$ cat config.mk
export PLATFORM = sky130hd
export DESIGN_NAME = sd_card_dat_responder
export DESIGN_NICKNAME = d
export VERILOG_FILES = /design/src/rtl/sd_dat_pkg.sv /design/src/rtl/sd_crc16_serial.sv /design/src/rtl/sd_card_dat_responder.sv
export SDC_FILE = /design/constraint.sdc
export NUM_CORES = 1
export LEC_CHECK = 0
export ABC_AREA = 1
export BUFFER_PORTS_ARGS = -buffer_cell sky130_fd_sc_hd__buf_2
export CORE_MARGIN = 2
export CORE_UTILIZATION = 44
export DETAILED_ROUTE_END_ITERATION = 8
export GPL_ROUTABILITY_DRIVEN = 0
export PLACE_DENSITY = 0.76
export SYNTH_ARGS = -nofsm -noshare
export SYNTH_HDL_FRONTEND = slang
export SYNTH_SLANG_ARGS = --single-unit
$ cat constraint.sdc
create_clock -name sd_clock -period 2.69 [get_ports sd_clock]
set_clock_uncertainty 0.15 [all_clocks]
set_input_delay 0.4035 -clock sd_clock [delete_from_list [all_inputs] [get_ports sd_clock]]
set_output_delay 0.4035 -clock sd_clock [all_outputs]
set_load 0.02 [all_outputs]
$ cat src/rtl/sd_dat_pkg.sv
// Shared types and constants for the card-side SD DAT responder.
package sd_dat_pkg;

  typedef enum logic [3:0] {
    ST_IDLE      = 4'd0,
    ST_RX_WAIT   = 4'd1,
    ST_RX_SHIFT  = 4'd2,
    ST_RX_CHECK  = 4'd3,
    ST_TOK_GAP   = 4'd4,
    ST_TOK_SEND  = 4'd5,
    ST_BUSY_HOLD = 4'd6,
    ST_BUSY_END  = 4'd7,
    ST_TX_WAIT   = 4'd8,
    ST_TX_SHIFT  = 4'd9
  } state_t;

  localparam int FRAME_LEN = 50;
  localparam int DATA_BITS = 32;
  localparam int CRC_BITS  = 16;

  localparam logic [2:0]  TOKEN_OK  = 3'b010;
  localparam logic [2:0]  TOKEN_BAD = 3'b101;
  localparam logic [15:0] CRC_POLY  = 16'h1021;

  // One serial step of CRC16-CCITT, MSB first.
  function automatic logic [15:0] crc16_step(input logic [15:0] crc, input logic din);
    logic fb;
    fb = crc[15] ^ din;
    if (fb) begin
      return {crc[14:0], 1'b0} ^ CRC_POLY;
    end else begin
      return {crc[14:0], 1'b0};
    end
  endfunction

endpackage

$ cat src/rtl/sd_crc16_serial.sv
// Bit-serial CRC16-CCITT register, shared by the receive and transmit paths.
module sd_crc16_serial
  import sd_dat_pkg::*;
(
  input  logic        clk,
  input  logic        reset,
  input  logic        clear,
  input  logic        enable,
  input  logic        bit_in,
  output logic [15:0] crc
);

  // CRC accumulator; clear has priority over enable.
  always_ff @(posedge clk) begin
    if (reset) begin
      crc <= 16'h0000;
    end else if (clear) begin
      crc <= 16'h0000;
    end else if (enable) begin
      crc <= crc16_step(crc, bit_in);
    end else begin
      crc <= crc;
    end
  end

endmodule

$ cat src/rtl/sd_card_dat_responder.sv
// Card-side single-bit SD DAT endpoint: receives write frames, returns token/busy, sends read frames.
// Define SD_DAT_CRC_EN to generate and check the frame CRC; otherwise the CRC field is zero / ignored.
module sd_card_dat_responder
  import sd_dat_pkg::*;
#(
  parameter int BUSY_CYCLES = 8,
  parameter int NAC_CYCLES  = 2,
  parameter int RX_TIMEOUT  = 64
) (
  input  logic        sd_clock,
  input  logic        reset,
  input  logic        start_write,
  input  logic        start_read,
  input  logic        stop,
  input  logic [3:0]  blocks,
  input  logic        dat_in,
  output logic        dat_out,
  output logic        dat_oe,
  output logic [31:0] rx_data,
  output logic        rx_valid,
  input  logic [31:0] tx_data,
  input  logic        tx_valid,
  output logic        tx_ready,
  output logic        done,
  output logic        crc_error,
  output logic        timeout,
  output logic        busy
);

  localparam logic [15:0] RX_LAST   = 16'(RX_TIMEOUT - 1);
  localparam logic [15:0] BUSY_LAST = 16'(BUSY_CYCLES - 1);
  localparam logic [15:0] NAC_LAST  = 16'((NAC_CYCLES > 0) ? NAC_CYCLES - 1 : 0);
  localparam logic [15:0] RX_END    = 16'(FRAME_LEN - 2);
  localparam logic [15:0] TX_END    = 16'(FRAME_LEN - 1);
  localparam logic [15:0] DATA_END  = 16'(DATA_BITS);

  state_t      state, state_n;
  logic [15:0] cnt, cnt_n;
  logic [3:0]  blk, blk_n;
  logic [47:0] rx_shift, rx_shift_n;
  logic [31:0] tx_word, tx_word_n;
  logic        tok_ok, tok_ok_n;
  logic [31:0] rx_data_n;
  logic        rx_valid_n, done_n, crc_error_n, timeout_n;
  logic        oe_n, out_n, ready_n, busy_n;
  logic        tx_bit_n;
  logic [2:0]  tok;
  logic [5:0]  cb;
  logic [4:0]  di;
  logic [3:0]  ci;
  logic [15:0] crc_val;
  logic        crc_ok;

`ifdef SD_DAT_CRC_EN
  logic crc_clear, crc_en, crc_bit;

  // CRC feed: received data bits while shifting in, outgoing data bits as they are launched.
  always_comb begin
    crc_clear = (state == ST_IDLE) || (state == ST_RX_WAIT) || (state == ST_TX_WAIT);
    crc_en    = 1'b0;
    crc_bit   = 1'b0;
    if ((state == ST_RX_SHIFT) && (cnt < DATA_END)) begin
      crc_en  = 1'b1;
      crc_bit = dat_in;
    end else if ((state_n == ST_TX_SHIFT) && (cnt_n >= 16'd1) && (cnt_n <= DATA_END)) begin
      crc_en  = 1'b1;
      crc_bit = tx_bit_n;
    end else begin
      crc_en  = 1'b0;
      crc_bit = 1'b0;
    end
  end

  sd_crc16_serial u_crc (
    .clk    (sd_clock),
    .reset  (reset),
    .clear  (crc_clear),
    .enable (crc_en),
    .bit_in (crc_bit),
    .crc    (crc_val)
  );

  assign crc_ok = (crc_val == rx_shift[15:0]);
`else
  assign crc_val = 16'h0000;
  assign crc_ok  = 1'b1;
`endif

  // Next-state, counters and per-frame results.
  always_comb begin
    state_n     = state;
    cnt_n       = cnt;
    blk_n       = blk;
    rx_shift_n  = rx_shift;
    tx_word_n   = tx_word;
    tok_ok_n    = tok_ok;
    rx_data_n   = rx_data;
    rx_valid_n  = 1'b0;
    done_n      = 1'b0;
    crc_error_n = crc_error;
    timeout_n   = timeout;
    if (stop) begin
      state_n = ST_IDLE;
      cnt_n   = 16'd0;
    end else begin
      case (state)
        ST_IDLE: begin
          if (start_write || start_read) begin
            crc_error_n = 1'b0;
            timeout_n   = 1'b0;
            blk_n       = blocks;
            cnt_n       = 16'd0;
            if (blocks == 4'd0) begin
              done_n = 1'b1;
            end else if (start_write) begin
              state_n = ST_RX_WAIT;
            end else begin
              state_n = ST_TX_WAIT;
            end
          end else begin
            state_n = ST_IDLE;
          end
        end
        ST_RX_WAIT: begin
          if (!dat_in) begin
            state_n = ST_RX_SHIFT;
            cnt_n   = 16'd0;
          end else if (cnt == RX_LAST) begin
            timeout_n = 1'b1;
            done_n    = 1'b1;
            state_n   = ST_IDLE;
            cnt_n     = 16'd0;
          end else begin
            cnt_n = cnt + 16'd1;
          end
        end
        ST_RX_SHIFT: begin
          rx_shift_n = {rx_shift[46:0], dat_in};
          if (cnt == RX_END) begin
            // dat_in is the end bit here; rx_shift still holds data and CRC.
            state_n = ST_RX_CHECK;
            cnt_n   = 16'd0;
            if (dat_in && crc_ok) begin
              tok_ok_n   = 1'b1;
              rx_valid_n = 1'b1;
              rx_data_n  = rx_shift[47:16];
            end else begin
              tok_ok_n    = 1'b0;
              crc_error_n = 1'b1;
            end
          end else begin
            cnt_n = cnt + 16'd1;
          end
        end
        ST_RX_CHECK: begin
          state_n = ST_TOK_GAP;
          cnt_n   = 16'd0;
        end
        ST_TOK_GAP: begin
          if (cnt == 16'd1) begin
            state_n = ST_TOK_SEND;
            cnt_n   = 16'd0;
          end else begin
            cnt_n = cnt + 16'd1;
          end
        end
        ST_TOK_SEND: begin
          if (cnt == 16'd2) begin
            state_n = ST_BUSY_HOLD;
            cnt_n   = 16'd0;
          end else begin
            cnt_n = cnt + 16'd1;
          end
        end
        ST_BUSY_HOLD: begin
          if (cnt == BUSY_LAST) begin
            state_n = ST_BUSY_END;
            cnt_n   = 16'd0;
          end else begin
            cnt_n = cnt + 16'd1;
          end
        end
        ST_BUSY_END: begin
          blk_n = blk - 4'd1;
          cnt_n = 16'd0;
          if (blk == 4'd1) begin
            done_n  = 1'b1;
            state_n = ST_IDLE;
          end else begin
            state_n = ST_RX_WAIT;
          end
        end
        ST_TX_WAIT: begin
          if (tx_ready && tx_valid) begin
            state_n   = ST_TX_SHIFT;
            cnt_n     = 16'd0;
            tx_word_n = tx_data;
          end else if (cnt < NAC_LAST) begin
            cnt_n = cnt + 16'd1;
          end else begin
            cnt_n = cnt;
          end
        end
        ST_TX_SHIFT: begin
          if (cnt == TX_END) begin
            blk_n = blk - 4'd1;
            cnt_n = 16'd0;
            if (blk == 4'd1) begin
              done_n  = 1'b1;
              state_n = ST_IDLE;
            end else begin
              state_n = ST_TX_WAIT;
            end
          end else begin
            cnt_n = cnt + 16'd1;
          end
        end
        default: begin
          state_n = ST_IDLE;
          cnt_n   = 16'd0;
        end
      endcase
    end
  end

  // Read-frame bit at the index being launched: start, data, CRC, end.
  always_comb begin
    cb = cnt_n[5:0];
    di = 5'(6'd32 - cb);
    ci = 4'(6'd48 - cb);
    if (cb == 6'd0) begin
      tx_bit_n = 1'b0;
    end else if (cb <= 6'd32) begin
      tx_bit_n = tx_word_n[di];
    end else if (cb <= 6'd48) begin
      tx_bit_n = crc_val[ci];
    end else begin
      tx_bit_n = 1'b1;
    end
  end

  // Pad drive and status derived from the state being entered, so outputs register in step.
  always_comb begin
    oe_n    = 1'b0;
    out_n   = 1'b1;
    tok     = tok_ok_n ? TOKEN_OK : TOKEN_BAD;
    ready_n = (state_n == ST_TX_WAIT) && (cnt_n >= NAC_LAST);
    busy_n  = (state_n != ST_IDLE);
    case (state_n)
      ST_TOK_SEND: begin
        oe_n  = 1'b1;
        out_n = tok[2'd2 - cnt_n[1:0]];
      end
      ST_BUSY_HOLD: begin
        oe_n  = 1'b1;
        out_n = 1'b0;
      end
      ST_BUSY_END: begin
        oe_n  = 1'b1;
        out_n = 1'b1;
      end
      ST_TX_SHIFT: begin
        oe_n  = 1'b1;
        out_n = tx_bit_n;
      end
      default: begin
        oe_n  = 1'b0;
        out_n = 1'b1;
      end
    endcase
  end

  // State, datapath and output registers.
  always_ff @(posedge sd_clock) begin
    if (reset) begin
      state     <= ST_IDLE;
      cnt       <= 16'd0;
      blk       <= 4'd0;
      rx_shift  <= 48'd0;
      tx_word   <= 32'd0;
      tok_ok    <= 1'b0;
      rx_data   <= 32'd0;
      rx_valid  <= 1'b0;
      done      <= 1'b0;
      crc_error <= 1'b0;
      timeout   <= 1'b0;
      dat_oe    <= 1'b0;
      dat_out   <= 1'b1;
      tx_ready  <= 1'b0;
      busy      <= 1'b0;
    end else begin
      state     <= state_n;
      cnt       <= cnt_n;
      blk       <= blk_n;
      rx_shift  <= rx_shift_n;
      tx_word   <= tx_word_n;
      tok_ok    <= tok_ok_n;
      rx_data   <= rx_data_n;
      rx_valid  <= rx_valid_n;
      done      <= done_n;
      crc_error <= crc_error_n;
      timeout   <= timeout_n;
      dat_oe    <= oe_n;
      dat_out   <= out_n;
      tx_ready  <= ready_n;
      busy      <= busy_n;
    end
  end

endmodule

==> results of run 1 <==
[through the flow]
step / power, W / setup TNS, ns / cell area (um^2)
finish: 0.005022 / 0 / 8890
global route: 0.005203 / -0.2785 / 8890
global placement: 0.002595 / 0 / 7870
detailed placement: 0.002599 / -0.05509 / 7870
floorplan: 0.002469 / 0 / 6955
CTS: 0.005012 / 0 / 8491
[final cells by class]
| type | count | area [um^2] |
|---|---|---|
| fill | 1410 | 6425 |
| multi-input combinational | 671 | 3665 |
| sequential | 145 | 2919 |
| timing repair buffer | 151 | 977.2 |
| inverter | 120 | 455.4 |
| clock buffer | 18 | 439.2 |
| tap | 211 | 264.0 |
| clock inverter | 14 | 170.2 |
[cell families after synthesis]
logic type,count (synthesis)
and+or+nand+nor,428
AOI/OAI and AO/OA,214
buffers and inverters,166
DFF,145
muxes,15
adders and majority gates,9
xor gates and xnor gates,4
[worst max-delay path, cell delays in order, from the launching register on]
cell and delay, ns:
dfxtp_1 0.32, nor2_2 0.17, nand2_1 0.21, nor2_4 0.17, nand2_2 0.11, buf_6 0.14, nand3_1 0.06, nand2_1 0.06
nor2_1 0.09, nand4_1 0.16, nand2_2 0.16, nand3_2 0.09, or2_4 0.28, nor2_4 0.14, nor2_1 0.07, nand2_1 0.06
inv_1 0.04, nand2_1 0.04, nand2_1 0.04
[power by group through the flow]
stage          registers, W  clock network (W)  logic [W]
2_1_floorplan       0.00223                  0   0.000238
3_3_place_gp        0.00223                  0   0.000368
3_5_place_dp        0.00223                  0   0.000372
4_1_cts             0.00218            0.00246   0.000376
5_1_grt             0.00218            0.00256   0.000464
6_report            0.00218            0.00242   0.000419
[state kept, by name, indices dropped and copies added (netlist names)]
name	count
timeout	1
tx_word	32
tok_ok	1
crc_error	1
tx_ready	1
rx_data	32
dat_oe	1
state	4
blk	4
done	1
dat_out	1
rx_valid	1
rx_shift	48
cnt	16
busy	1
[path summary, 6_finish.rpt]
kind,endpoint,depth (start not counted),startpoint
worst max-delay path,dat_out,18,cnt[7]
worst min-delay path,tx_word[9],3,tx_data[9]
worst max register to register,dat_out,18,cnt[7]
worst min register to register,rx_data[31],2,rx_shift[47]
[routing by layer]
metal	vias up	part of all wire [%]	track usage, %
li1	3458	-	-
met1	3135	44	27.34
met2	216	47	33.60
met3	54	6.0	4.387
met4	0	2.8	7.464
met5	-	0	0
[cells in the final DEF, fill, tap and decap left out, types with 10 or more instances in the layout]
cell type,instances
o21ai_0,97
inv_2,19
nand3_1,60
buf_4,63
nor2_1,118
clkbuf_16,18
inv_1,99
nand2_2,22
o21ai_1,16
mux2i_1,13
nand3b_1,10
dfxtp_1,136
nand4_1,13
buf_2,82
a21oi_1,73
nor2_4,23
nand2_1,142
[timing repair]
item,4_1_cts,5_1_grt
cloned,0,2
buffers inserted,0,11
setup endpoints to repair,3,5
pin swaps,1,36
gates resized for setup,6,97
==> qor.yml, run 1 <==
holdBufCountCts: 0
synth-edff-count: 0
dpl.hpwl_um: 11730
grt_overflow_total: 0
yosysMostFrequentCell: "nand2_1"
status: "finished clean"
dp.cells: 1286
ys_warn_count: 0
grt_pass1_wl_um: 28140
grtUsageTotal_pct: 20.70
synth_compound_area_share_pct: 16.23
die_area_um2: 16830
pwr_density_cell_nw_per_um2: 564.9
path_class: "reg -> reg"
cts_buffer_depth: 2
finalMaxSlewViolations: 0
setup_ws_ns: 0.02778
synthFlopType: "dfxtp_1"
area_growth_pct: 27.81
synthCells: 981
netlist_top_cells_area: "dfxtp_1 (42%), nand2_1 (8.5%), o21ai_0 (7.8%), nor2_1 (7.2%), inv_1 (5.7%)"
arrival_ns: 2.82
synth_top_family_by_area: "simple AND/OR/NAND/NOR gates"
io_pins: 83
startpoint_type: "register"
synthDistinctLibCells: 45
synth_common_cells: "nand2_1 (158), dfxtp_1 (145), nor2_1 (134)"
rsz0062_at_grt: "yes"
core.rowCount: 45
synth_fa_ha_area_share_pct: 1.619
comb_power_share_pct: 8.3
ant_nets: 0
root_buffer: "clkbuf_16"
n_antenna_cell: 0
cap_viol_max_count: 0
htree_levels: 4
crit_fanout: 4
power_frac_seq_pct: 43.4
grt_max_degree: 76
muxShareOfSynthArea_pct: 2.159
clock_latency_ns: 0.42
nNetsFinal: 1158
drc: 0
synth-simple-area-share_pct: 28.12
seq_area_frac_synth_pct: 41.73
wl_per_cell_um: 13.75
fin_crit_sh_pct: 98.97
p_leak_nw: 4.177
hold_violations: 0
switching_share_pct: 25.22
syn-cell-area_um2: 6955
setup_violations: 0
synthArstFlopShare_pct: 0
cts_tree: "built"
synth_top_area_share_pct: 41.73
final.min_clock_period_ns: 2.662
fmax_mhz: 375.6
cts.clk_slew.worst_paths_ns: 0.07
ff2ff_setup_slack_ns: 0.03
synthXorXnorAreaFrac_pct: 0.5037
routed_wl_um: 18290
grt_pass1_vias: 6112
end_kind: "register"
initial_core_util_pct: 45.42
drive_above_1_share_pct: 26.63
die_w_um: 129.7
utilization_pct: 58.05
syn_nets: 1033
io_buffers: 82
clockPowerShare_pct: 48.3
fin_cells: 1330
hold_ws_ns: 0.08456
required_ns: 2.85
clkSinkCount: 145
hold_path_class: "in -> reg"
viasPerCell: 5.160
maxSlewHeadroom_pct: 58.02
die_h_um: 129.7
core_area_um2: 15310
via_count: 6863
tightestPinTransition_ns: 0.6288
peakVddDrop_mv: 0.4315
power.internal_w: 0.003755
dp_slack_ns: -0.05509
antenna_found_initial: 0
firstDrtPassIters: 6
drtIter0Drc: 529
switchingPower_w: 0.001266
synth_seq_cells: 145
cts_made_buffers: 17
avgSynthCellArea_um2: 7.090
yosys.area.top_type: "dfxtp_1"
(Power assumes the default switching activity.)
==> run 2, diff against run 1 <==
- SYNTH_HIERARCHICAL: unset -> 1
==> run 2 against run 1 <==
Against the previous run:
- first-iteration DRC count fell by 16%
- non-clock buffer count rose by 3
- flip-flop and latch count did not move
- maximum frequency rose by 0.28%
- utilization fell by 0.16 points
- via count rose by 0.50%
- die area fell by 0.11%
- sequential power barely moved
- critical path depth rose by 1
- count of clock-buffer cells in the layout fell by 1
- critical endpoint unchanged
- largest cell class unchanged
- largest power group unchanged
- highest routed layer unchanged
==> qor.yml, run 2 <==
status: "finished clean"  # unchanged
finalMaxSlewViolations: 0  # unchanged
maxSlewHeadroom_pct: 58.13  # was 58.02%
die_h_um: 129.7  # about the same
drc: 0  # unchanged
antenna_found_initial: 0  # unchanged
cap_viol_max_count: 0  # unchanged
synthDistinctLibCells: 40  # was 45
routed_wl_um: 17740  # was 18290 um
hold_depth: 3  # unchanged
via_count: 6897  # was 6863
grt_overflow_total: 0  # unchanged
required_ns: 2.86  # was 2.85 ns
drtIter0Drc: 442  # was 529
fillers: 1386  # was 1410
utilization_pct: 57.89  # was 58.05%
synth-simple-area-share_pct: 26.53  # was 28.12%
design_area_um2: 8866  # was 8890 um^2
peakVddDrop_mv: 0.5887  # was 0.4315 mV
syn-cell-area_um2: 6948  # was 6955 um^2
cts_buffer_depth: 2  # unchanged
netlist_top_cells_area: "dfxtp_1 (42%), o21ai_0 (8.4%), nand2_1 (8.3%), inv_1 (7.4%), nor2_1 (7.4%)"  # was dfxtp_1 (42%), nand2_1 (8.5%), o21ai_0 (7.8%), nor2_1 (7.2%), inv_1 (5.7%)
largestRegisters: "rx_shift: 48 flops, rx_data: 32 flops, tx_word: 32 flops"  # unchanged
die_area_um2: 16810  # was 16830 um^2
rsz0062_at_grt: "yes"  # unchanged
synth_fa_ha_area_share_pct: 1.621  # was 1.619%
clock_latency_ns: 0.43  # was 0.42 ns
crit_fanout: 8  # was 4
synth_compound_area_share_pct: 17.47  # was 16.23%
layout_commonest_cell: "nand2_1"  # unchanged
path_class: "reg -> reg"  # unchanged
synth-edff-count: 0  # unchanged
dpl.hpwl_um: 11720  # was 11730 um
clkSinkCount: 145  # unchanged
tightestPinTransition_ns: 0.6281  # was 0.6288 ns
firstDrtPassIters: 5  # was 6
synthXorXnorAreaFrac_pct: 0.8824  # was 0.5037%
wl_per_cell_um: 13.09  # was 13.75 um
arrival_ns: 2.83  # was 2.82 ns
synthFlopType: "dfxtp_1"  # unchanged
cts.clk_slew.worst_paths_ns: 0.07  # about the same
avgSynthCellArea_um2: 6.927  # was 7.090 um^2
setup_violations: 0  # unchanged
grt_pass1_wl_um: 27870  # was 28140 um
hold_violations: 0  # unchanged
initial_core_util_pct: 45.37  # was 45.42%
largest_register: "rx_shift"  # unchanged
root_buffer: "clkbuf_16"  # unchanged
core_area_um2: 15310  # unchanged
grtUsageTotal_pct: 20.58  # was 20.70%
seq_area_frac_synth_pct: 41.78  # was 41.73%
pwr_density_cell_nw_per_um2: 556.3  # was 564.9 nW/um^2
ys_warn_count: 6  # was 0
yosysMostFrequentCell: "nand2_1"  # unchanged
seqCellArea_um2: 2918  # was 2919 um^2
fin_cells: 1355  # was 1330
end_kind: "register"  # unchanged
n_antenna_cell: 0  # unchanged
final_cell_mix: "nand2_1 (142), dfxtp_1 (137), inv_1 (130), nor2_1 (115), o21ai_0 (109)"  # was nand2_1 (142), dfxtp_1 (136), nor2_1 (118), inv_1 (99), o21ai_0 (97)
synth_common_cells: "nand2_1 (154), dfxtp_1 (145), inv_1 (137), nor2_1 (137), o21ai_0 (117)"  # was nand2_1 (158), dfxtp_1 (145), nor2_1 (134)
fmax_mhz: 376.7  # was 375.6 MHz
area_growth_pct: 27.61  # was 27.81%
final.min_clock_period_ns: 2.655  # was 2.662 ns
grt_pass1_vias: 6104  # was 6112
nNetsFinal: 1183  # was 1158
multi_input_area_um2: 3528  # was 3665 um^2
die_w_um: 129.7  # about the same
ant_nets: 0  # unchanged
cts_made_buffers: 17  # unchanged
grt_max_degree: 77  # was 76
synth_top_family_by_area: "simple AND/OR/NAND/NOR gates"  # unchanged
synthArstFlopShare_pct: 0  # unchanged
io_pins: 83  # unchanged
reg2regPathDepth: 19  # was 18
synth_seq_cells: 145  # unchanged
synthCells: 1003  # was 981
io_buffers: 82  # unchanged
dpl-instance-area_um2: 7908  # was 7870 um^2
drive_above_1_share_pct: 25.44  # was 26.63%
viasPerCell: 5.090  # was 5.160
dp.cells: 1311  # was 1286
muxShareOfSynthArea_pct: 0.8644  # was 2.159%
fin_crit_sh_pct: 98.69  # was 98.97%
largest_reg_flops: 48  # unchanged
yosys.area.top_type: "dfxtp_1"  # unchanged
hold_path_class: "in -> reg"  # unchanged
core.rowCount: 45  # unchanged
cts_tree: "built"  # unchanged
p_leak_nw: 4.207  # was 4.177 nW
startpoint_type: "register"  # unchanged
htree_levels: 4  # unchanged
syn_nets: 1055  # was 1033
synth_top_area_share_pct: 41.78  # was 41.73%
-- run 2: cell count changes after synthesis, sizes merged, moves of 3 or more --
cell	delta
nand3b	-8
xor2	+3
mux2i	-9
o22ai	-4
a21oi	+6
nor2	-3
o21a	+10
inv	+27
o21ai	+8
-- run 2: logic make-up (layout without fill, tap and decap cells) --
kind of cell,count (synthesis),after routing
DFF,145,145
adders and majority gates,9,9
buffers and inverters,190,331
AOI/OAI and AO/OA,231,231
and+or+nand+nor,415,415
muxes,6,6
xor gates and xnor gates,7,7
-- run 2: through the flow --
step | hold slack [ns] | power (W) | worst slack (ns) | setup TNS [ns]
floorplan | 0.2705 | 0.002447 | 0.02894 | 0
global placement | 0.2836 | 0.002574 | 0.05256 | 0
detailed placement | 0.2939 | 0.002576 | -0.04589 | -0.04589
CTS | 0.07769 | 0.004943 | 0.008636 | 0
global route | 0.1028 | 0.005099 | -0.1194 | -0.1708
finish | 0.08302 | 0.004932 | 0.03518 | 0
-- run 2: worst paths after layout --
kind	endpoint	slack, ns	start
min reg2reg	rx_shift[43]	0.31	rx_shift[42]
max	dat_out	0.04	cnt[1]
max reg2reg	dat_out	0.04	cnt[1]
min	tx_word[5]	0.08	tx_data[5]
-- run 2: worst max-delay path, stage by stage, from the launching register on --
cell,delay (ns)
dfxtp_4,0.37
inv_2,0.08
ha_1,0.15
nand2_1,0.12
nor2_2,0.19
nand2_2,0.10
nand2_2,0.09
nand3_1,0.12
nor2_1,0.18
nand2_2,0.16
nand2_1,0.11
o21ai_1,0.09
nand2_1,0.10
nand2_1,0.10
nor2_1,0.15
nor3_1,0.07
nand2_1,0.09
inv_1,0.04
nand2_1,0.05
nand2_1,0.04
-- run 2: per-layer routing --
| layer | wire length [um] | part of all wire (%) | up-vias | GRT usage (%) |
|---|---|---|---|---|
| li1 | - | - | 3496 | - |
| met1 | 7799 | 44 | 3093 | 26.46 |
| met4 | 570 | 3.2 | 0 | 9.361 |
| met5 | 0 | 0 | - | 0 |
| met3 | 1177 | 6.6 | 61 | 4.624 |
| met2 | 8190 | 46 | 247 | 33.05 |
-- run 2: cell type report --
class                      instances  share of cell area [%]
multi-input combinational        668                   39.80
sequential                       145                   32.91
timing repair buffer             154                   11.26
inverter                         145                   6.195
clock buffer                      17                   4.798
tap                              211                   2.978
clock inverter                    15                   2.060
-- run 2: timing repair --
item / CTS / global route
resized for setup: 5 / 85
endpoints found under the hold margin: 0 / 0
hold buffers: 0 / 0
endpoints found under the setup margin: 1 / 2
pin swaps: 1 / 24
buffers inserted: 3 / 9
-- run 2: power breakdown --
part	switching [W]	leakage, nW	internal, W
sequential	0.0000134	1.17	0.00216
combinational	0.000238	2.74	0.000148
clock	0.00111	0.294	0.00126
